### config.mk
export PLATFORM = sky130hd
export DESIGN_NAME = rx_buffer
export DESIGN_NICKNAME = d
export VERILOG_FILES = /design/src/rtl/bitonic_pkg.sv /design/src/rtl/array_fifo.sv /design/src/rtl/rx_buffer.sv
export SDC_FILE = /design/constraint.sdc
export NUM_CORES = 2
export LEC_CHECK = 0
export ABC_AREA = 1
export BUFFER_PORTS_ARGS = -buffer_cell sky130_fd_sc_hd__buf_2
export CAP_MARGIN = 15
export CORE_MARGIN = 5
export CORE_UTILIZATION = 45
export CTS_CLUSTER_SIZE = 30
export DETAILED_ROUTE_END_ITERATION = 16
export SETUP_SLACK_MARGIN = 0.5
export SYNTH_ARGS = -nofsm -noshare
export SYNTH_HDL_FRONTEND = slang
export SYNTH_SLANG_ARGS = --single-unit
### constraint.sdc
create_clock -name clk -period 42.4 [get_ports clk]
set_input_delay 8.48 -clock clk [delete_from_list [all_inputs] [get_ports clk]]
set_output_delay 8.48 -clock clk [all_outputs]
set_load 0.1 [all_outputs]
### src/rtl/bitonic_pkg.sv
// Shared definitions for the array buffers and the sorter: default geometry,
// the array type carried between blocks, and a small width helper.
package bitonic_pkg;

    localparam int DEF_WIDTH   = 32;
    localparam int DEF_DEPTH   = 8;
    localparam int DEF_NUM_SEQ = 10;

    typedef logic [DEF_DEPTH-1:0][DEF_WIDTH-1:0] array_t;

    // Counter/pointer width that never collapses to zero bits.
    function automatic int clog2_min1(input int n);
        return (n > 1) ? $clog2(n) : 1;
    endfunction

endpackage

### src/rtl/array_fifo.sv
// Circular FIFO of whole arrays. The head is read combinationally so a pushed
// array is visible the cycle after it is written. A push into a full FIFO is
// accepted only when a pop frees a slot on the same cycle; otherwise it is
// dropped and reported through the one-cycle drop strobe.
module array_fifo
    import bitonic_pkg::*;
#(
    parameter int  NUM_SEQ = DEF_NUM_SEQ,
    parameter type T       = array_t
) (
    input  logic clk,
    input  logic rst,
    input  logic push,
    input  T     push_data,
    input  logic pop,
    output T     head,
    output logic not_empty,
    output logic full,
    output logic drop
);

    localparam int PW = clog2_min1(NUM_SEQ);
    localparam int CW = $clog2(NUM_SEQ + 1);

    logic [PW-1:0] wr_ptr_q, wr_ptr_d;
    logic [PW-1:0] rd_ptr_q, rd_ptr_d;
    logic [CW-1:0] count_q, count_d;
    logic          do_push, do_pop;

    T mem_q [NUM_SEQ];

    // Decide push/pop acceptance and advance pointers and occupancy.
    always_comb begin
        do_pop    = pop && (count_q != '0);
        do_push   = push && ((count_q != CW'(NUM_SEQ)) || do_pop);
        drop      = push && !do_push;
        wr_ptr_d  = wr_ptr_q;
        rd_ptr_d  = rd_ptr_q;
        count_d   = count_q;
        if (do_push) begin
            wr_ptr_d = (wr_ptr_q == PW'(NUM_SEQ - 1)) ? '0 : wr_ptr_q + PW'(1);
        end
        if (do_pop) begin
            rd_ptr_d = (rd_ptr_q == PW'(NUM_SEQ - 1)) ? '0 : rd_ptr_q + PW'(1);
        end
        case ({do_push, do_pop})
            2'b10:   count_d = count_q + CW'(1);
            2'b01:   count_d = count_q - CW'(1);
            default: count_d = count_q;
        endcase
        head      = mem_q[rd_ptr_q];
        not_empty = (count_q != '0);
        full      = (count_q == CW'(NUM_SEQ));
    end

    // Pointer and occupancy registers; active-low synchronous clear.
    always_ff @(posedge clk) begin
        if (!rst) begin
            wr_ptr_q <= '0;
            rd_ptr_q <= '0;
            count_q  <= '0;
        end else begin
            wr_ptr_q <= wr_ptr_d;
            rd_ptr_q <= rd_ptr_d;
            count_q  <= count_d;
        end
    end

    // Array storage; contents are meaningless until written, so no reset.
    always_ff @(posedge clk) begin
        if (do_push) begin
            mem_q[wr_ptr_q] <= push_data;
        end
    end

endmodule

### src/rtl/rx_buffer.sv
// Receive-side array assembler: packs UART bytes LSB-first into elements,
// elements into an array, and queues completed arrays for downstream with a
// valid/ready handshake. data_end aborts a partially received array.
module rx_buffer
    import bitonic_pkg::*;
#(
    parameter int WIDTH   = DEF_WIDTH,
    parameter int DEPTH   = DEF_DEPTH,
    parameter int NUM_SEQ = DEF_NUM_SEQ
) (
    input  logic                        clk,
    input  logic                        rst,
    input  logic [7:0]                  byte_in,
    input  logic                        byte_valid,
    input  logic                        data_end,
    output logic [DEPTH-1:0][WIDTH-1:0] array_out,
    output logic                        valid_out,
    input  logic                        ready_in,
    output logic                        full,
    output logic                        overflow,
    output logic                        frame_err
);

    localparam int BPW = WIDTH / 8;
    localparam int BW  = clog2_min1(BPW);
    localparam int WW  = clog2_min1(DEPTH);

    typedef enum logic {IDLE, COLLECT} state_t;
    typedef logic [DEPTH-1:0][WIDTH-1:0] asm_t;

    state_t        state_q, state_d;
    logic [BW-1:0] byte_cnt_q, byte_cnt_d;
    logic [WW-1:0] word_cnt_q, word_cnt_d;
    asm_t          asm_q, asm_d;
    logic          overflow_q, overflow_d;
    logic          frame_err_q, frame_err_d;
    logic          push;
    logic          pending;
    logic          fifo_drop;

    // Byte placement, counter advance, frame abort and FSM next state.
    always_comb begin
        state_d     = state_q;
        byte_cnt_d  = byte_cnt_q;
        word_cnt_d  = word_cnt_q;
        asm_d       = asm_q;
        overflow_d  = overflow_q;
        frame_err_d = frame_err_q;
        push        = 1'b0;
        pending     = (state_q == COLLECT);
        if (byte_valid) begin
            asm_d[word_cnt_q][{byte_cnt_q, 3'b000} +: 8] = byte_in;
            if (byte_cnt_q == BW'(BPW - 1)) begin
                byte_cnt_d = '0;
                if (word_cnt_q == WW'(DEPTH - 1)) begin
                    word_cnt_d = '0;
                    push       = 1'b1;
                end else begin
                    word_cnt_d = word_cnt_q + WW'(1);
                end
            end else begin
                byte_cnt_d = byte_cnt_q + BW'(1);
            end
            pending = (byte_cnt_d != '0) || (word_cnt_d != '0);
        end
        // The byte of this cycle is already accounted for in pending.
        if (data_end && pending) begin
            byte_cnt_d  = '0;
            word_cnt_d  = '0;
            frame_err_d = 1'b1;
            pending     = 1'b0;
        end
        state_d = pending ? COLLECT : IDLE;
        if (fifo_drop) begin
            overflow_d = 1'b1;
        end
    end

    // Control state and sticky flags; active-low synchronous clear.
    always_ff @(posedge clk) begin
        if (!rst) begin
            state_q     <= IDLE;
            byte_cnt_q  <= '0;
            word_cnt_q  <= '0;
            overflow_q  <= 1'b0;
            frame_err_q <= 1'b0;
        end else begin
            state_q     <= state_d;
            byte_cnt_q  <= byte_cnt_d;
            word_cnt_q  <= word_cnt_d;
            overflow_q  <= overflow_d;
            frame_err_q <= frame_err_d;
        end
    end

    // Assembly register; every position is rewritten before it is pushed.
    always_ff @(posedge clk) begin
        asm_q <= asm_d;
    end

    // The completing byte is merged via asm_d so the push carries the full array.
    array_fifo #(
        .NUM_SEQ (NUM_SEQ),
        .T       (asm_t)
    ) u_fifo (
        .clk       (clk),
        .rst       (rst),
        .push      (push),
        .push_data (asm_d),
        .pop       (ready_in),
        .head      (array_out),
        .not_empty (valid_out),
        .full      (full),
        .drop      (fifo_drop)
    );

    assign overflow  = overflow_q;
    assign frame_err = frame_err_q;

endmodule
Yosys cells after proc, flatten, opt, wreduce, memory -nomap -nowiden
Memory sizes are Yosys's and may differ from the RTL's. A register that Yosys moved wholly into a read port is not among the register bits.
Cells that the tools add are included.
Operators by class
  eq/ne operators: 8
  $add $sub $neg: 7
  reductions and logical operators: 13
  shift operators: 2
  magnitude comparators: 2
  bitwise gates (word level): 1
  muxes and demuxes: 22
Operators by type and width (count)
  256-bit bitwise mux: 1
  256-bit 2-to-1 mux: 1
  32-bit demux with 3-bit select: 1
  32-bit 2-to-1 mux: 1
  8-bit by 7-bit variable shift with 32-bit output, first input constant: 1
  8-bit by 7-bit variable part select with 32-bit output: 1
  4-bit 2-to-1 mux: 4
  4-bit by 1-bit adder with 4-bit output, second input constant: 3
  4-bit == test, second input constant: 3
  3-bit 2-to-1 mux: 3
  1-bit 2-to-1 mux: 8
  4-bit case mux with 2 select lines: 1
  5-bit negator with 7-bit output: 1
  1-bit logical AND: 5
  2-bit == test, second input constant: 2
  3-bit by 4-bit less-than comparator with 1-bit output, second input constant: 1
  2-bit 2-to-1 mux: 2
  4-bit != test, second input constant: 1
  2-bit nonzero test: 2
  4-bit nonzero test: 1
  4-bit by 1-bit subtractor with 4-bit output, second input constant: 1
  3-bit by 1-bit adder with 3-bit output, second input constant: 1
  3-bit == test, second input constant: 1
  3-bit by 1-bit >= comparator with 1-bit output, second input constant: 1
  7 further kinds: 8
Word-level totals
  output and inout port bits: 260
  register bits after elaboration: 276
  memories kept: 1
  input bits: 13
  memory bits (writable): 2560
Memories
  u_fifo.mem_q: depth 10, width 256, read ports 1, clocked after Yosys merged registers in 1, write ports 1, line array_fifo.sv:30  | T mem_q [NUM_SEQ];

Depth between registers and ports, before layout
  depth in word-level cells: 10
  gate-level depth with buffers: 15
  mapped depth without buffers: 15

By module
Synthesis repeated with hierarchy kept, for this count alone.
Second synthesis, totals
  cell total of the unflattened synthesis: 8760
  area total of the unflattened synthesis: 109940.4 um^2
Modules (own cells, without submodules)
  array_fifo: sequential area each 77194.0 um^2, instances 1, cells an instance 7772, area an instance 100810.4 um^2
  rx_buffer: sequential area each 5285.1 um^2, instances 1, cells an instance 988, area an instance 9130.0 um^2

Worst setup path after synthesis
No wires, ideal clock.
  kind: input to register
  start: input byte_valid
  end: memory u_fifo.mem_q[8][0] in the netlist's numbering, enable pin
  path buffers: 1
  path slack: 14776 ps
  arrival time: 26437 ps
  stages on the path: 7
  library setup time: 1187 ps
  path through: buf_2 nand2_1 nor2_1 nand2_1 inv_1 nand3_1 nor3_1
On the way
  longest elaborated chain between the ends: 4
RTL lines
  start, declared: line rx_buffer.sv:14  | input logic byte_valid,
  1-bit 2-to-1 mux: line rx_buffer.sv:51  | if (byte_valid) begin
  1-bit logical AND: line array_fifo.sv:35  | do_push = push && ((count_q != CW'(NUM_SEQ)) || do_pop);
  1-bit 2-to-1 mux: line array_fifo.sv:71  | if (do_push) begin
  1-bit 2-to-1 mux (implied by the code): line array_fifo.sv:72  | mem_q[wr_ptr_q] <= push_data;
  end, declared: line array_fifo.sv:30
Every way passes these cells.

==> results.cfg <==
[cts]
cts_root_buf = clkbuf_16
cts_buffer_depth = 4
clk_pin_slew_worst_paths_ns = 0.06
htreeDepth = 5
numCtsBuffers = 309
cts_tree = done
post_cts_buffers = 0
postCtsHoldBufs = 0
clk_latency_ns = 0.95
clock_sinks = 2840
cts_resized = 0

[synth]
ys.flop_type = edfxtp_1
synth_top_area_share_pct = 70.5
postSynthCellCount = 8261
synth_edf_count = 2560
synth_top_area_cell = edfxtp_1
syn-num-nets = 8285
ys_types = 34
yosysWarnings = 0
synth_area_leaders = edfxtp_1 (70%), nor2_1 (5.6%), o21ai_0 (5.3%), dfxtp_1 (5.1%), o211ai_1 (2.1%)
ys_ff_latch = 2840
ys_seq_area_share_pct = 75.6
syn_area_um2 = 109000
synth_area_per_cell_um2 = 13.2
postSynth.asyncResetShare_pct = 0

[routing]
ant_nets = 0
avgViaCountPerCell = 5.74
dr.pass1.iters = 6
detail_route.wl_per_cell_um = 25.8
drtIter0Drc = 6688
dr_total_vias = 68100
drc = 0
routed_wirelength_um = 306000

[cells_and_area]
area_growth_pct = 12.5
fillers = 20300
drive_above_1_share_pct = 12.4
multiInputGateArea_um2 = 23500
fin_util_pct = 50.9
fin_nets = 8470
seqCellArea_um2 = 82500

[timing]
hold_violations = 0
hold_ws_ns = 0.477
fmax_mhz = 63.2
worstMarginPinSlew_ns = 1.41
rsz0062_at_grt = false
setup_viol = 0
fin_crit_sh_pct = 37.3
period_minus_slack_ns = 15.82
skew_ns = 0.0795
relSlewSlack_pct = 5.71
maxSlewViolCount = 0
setup_tns_ns = 0
setup_ws_ns = 26.58

[power]
p_leak_nw = 43.7
finalPower_mw = 8.24
pwr-share-comb_pct = 31.8
switching_share_pct = 39.1
p_seq_share_pct = 36.9
ir_drop_v = 0.0000818
p_sw_mw = 3.22
internal_power_mw = 5.02
p_clk_share_pct = 31.2
pwr_density_cell_nw_per_um2 = 67.2

[die]
pin_count = 273
die_w_um = 502
core.rowCount = 180
die_height_um = 502
start_util_pct = 45.3
die_area_um2 = 252000
core_area_um2 = 241000

[placed_design]
place_ws_ns = 27.53
port_buffers = 272
gp_congestion = 0.805
dp_hpwl_um = 156000

[worst_setup_path]
reg2regPathDepth = 12
cp.arrival_ns = 7.34
cp_max_fo = 188
endpoint_kind = output port
cp-start-kind = flip-flop
cp.required_ns = 33.92
crit_type = reg2out

[global_route]
grt_overflow_total = 0
antenna_found_initial = 19
grt_pass1_wl_um = 445000
grt_usage_pct = 23.8
grt_max_degree = 272
grt_pass1_vias = 66000

[job]
drv_cap = 0

[worst_hold_path]
whs_path_depth = 2
min_path_type = reg2reg

[status]
status = completed
## placed cells by master (no fill, tap or decap), drive strengths merged, types with 3 or more instances in the layout
| cell type | count |
|---|---|
| diode | 4 |
| nand2 | 604 |
| nand4 | 4 |
| o21ai | 1462 |
| o21a | 25 |
| clkbuf | 418 |
| edfxtp | 2560 |
| or2 | 3 |
| mux2 | 168 |
| ha | 11 |
| o221ai | 29 |
| a21oi | 140 |
| nor3 | 3 |
| dfxtp | 280 |
| nor2 | 1636 |
| o22ai | 177 |
| clkinv | 102 |
| bufinv | 17 |
| buf | 402 |
| o211ai | 308 |
| nand3 | 181 |
| inv | 142 |
## metal layers
layer	wire length (um)	vias to the layer above	part of all wire [%]	track usage, %
met2	144000	2579	47	38.8
met5	21	-	0.0069	0
met3	22600	536	7.4	3.63
met4	11500	4	3.8	8.86
li1	-	30500	-	-
met1	127000	34400	42	32.5
## layout make-up
cell class              count  share of cell area (%)
flip-flops and latches   2840                    67.2
multi-input cells        4755                    19.2
clock buffers             418                    7.00
well taps                3185                    3.25
repair buffers            402                    2.03
clock inverters           125                   0.858
inverters                 138                   0.460
diodes                      4                 0.00816
## through the flow
| step | area, um2 | cells |
|---|---|---|
| 3_3_place_gp | 113000 | 11300 |
| 2_1_floorplan | 109000 | 8261 |
| 4_1_cts | 123000 | 11900 |
| 6_report | 123000 | 11900 |
| 5_1_grt | 123000 | 11900 |
| 3_5_place_dp | 113000 | 11300 |
## cells in the mapped netlist (2+ instances only)
cell type and instances:
edfxtp_1 2560, nor2_1 1615, o21ai_0 1148, nand2_1 602, o21ai_1 314, o211ai_1 308, clkbuf_1 282, dfxtp_1 280
nand3_1 181, o22ai_1 177, mux2_2 168, a21oi_1 140, inv_1 135, buf_2 114, buf_6 65, buf_1 43
o221ai_1 29, o21a_1 25, buf_4 23, nor2_2 21, ha_1 11, nand4_1 4, or2_2 3, nand2_2 2
nor3_1 2
## worst max-delay path, stage by stage (launching register included)
cell      delay (ns)
dfxtp_4         0.85
buf_4           0.81
buf_4           0.70
buf_12          0.61
buf_4           0.78
buf_4           0.92
o21ai_0         0.23
o211ai_1        0.21
nand3_1         0.10
o21ai_1         0.31
buf_2           0.52
## kinds of logic after synthesis
family | count (synthesis) | synth area share (%)
buffers and inverters | 666 | 2.96
AOI/OAI and AO/OA | 2142 | 10.9
xor gates and xnor gates | 1 | 0.00803
muxes | 168 | 1.73
DFF | 2840 | 75.6
and+or+nand+nor | 2433 | 8.66
adders and majority gates | 11 | 0.126
## power groups by stage
stage	combinational (mW)	sequential (mW)	clock, mW
global route	2.80	3.05	2.73
detailed placement	2.63	3.11	0
floorplan	2.13	3.09	0
finish	2.62	3.05	2.57
CTS	2.64	3.05	2.61
global placement	2.61	3.11	0
## state kept, by name, summed over array words and instances (netlist names), named ones only
register,count
word_cnt_q,3
byte_cnt_q,2
u_fifo.mem_q,2560
u_fifo.count_q,4
asm_q,256
overflow,1
state_q,1
frame_err,1
u_fifo.wr_ptr_q,4
u_fifo.rd_ptr_q,4
## worst paths after layout
check | from | to | slack, ns
worst max-delay path | flip-flop | array_out[119] | 26.58
worst min-delay path | frame_err | frame_err | 0.48
worst max register to register | word_cnt_q[0] | u_fifo.mem_q[4][141] | 36.57
worst min register to register | frame_err | frame_err | 0.48
Power figures use the tool's default switching activity.
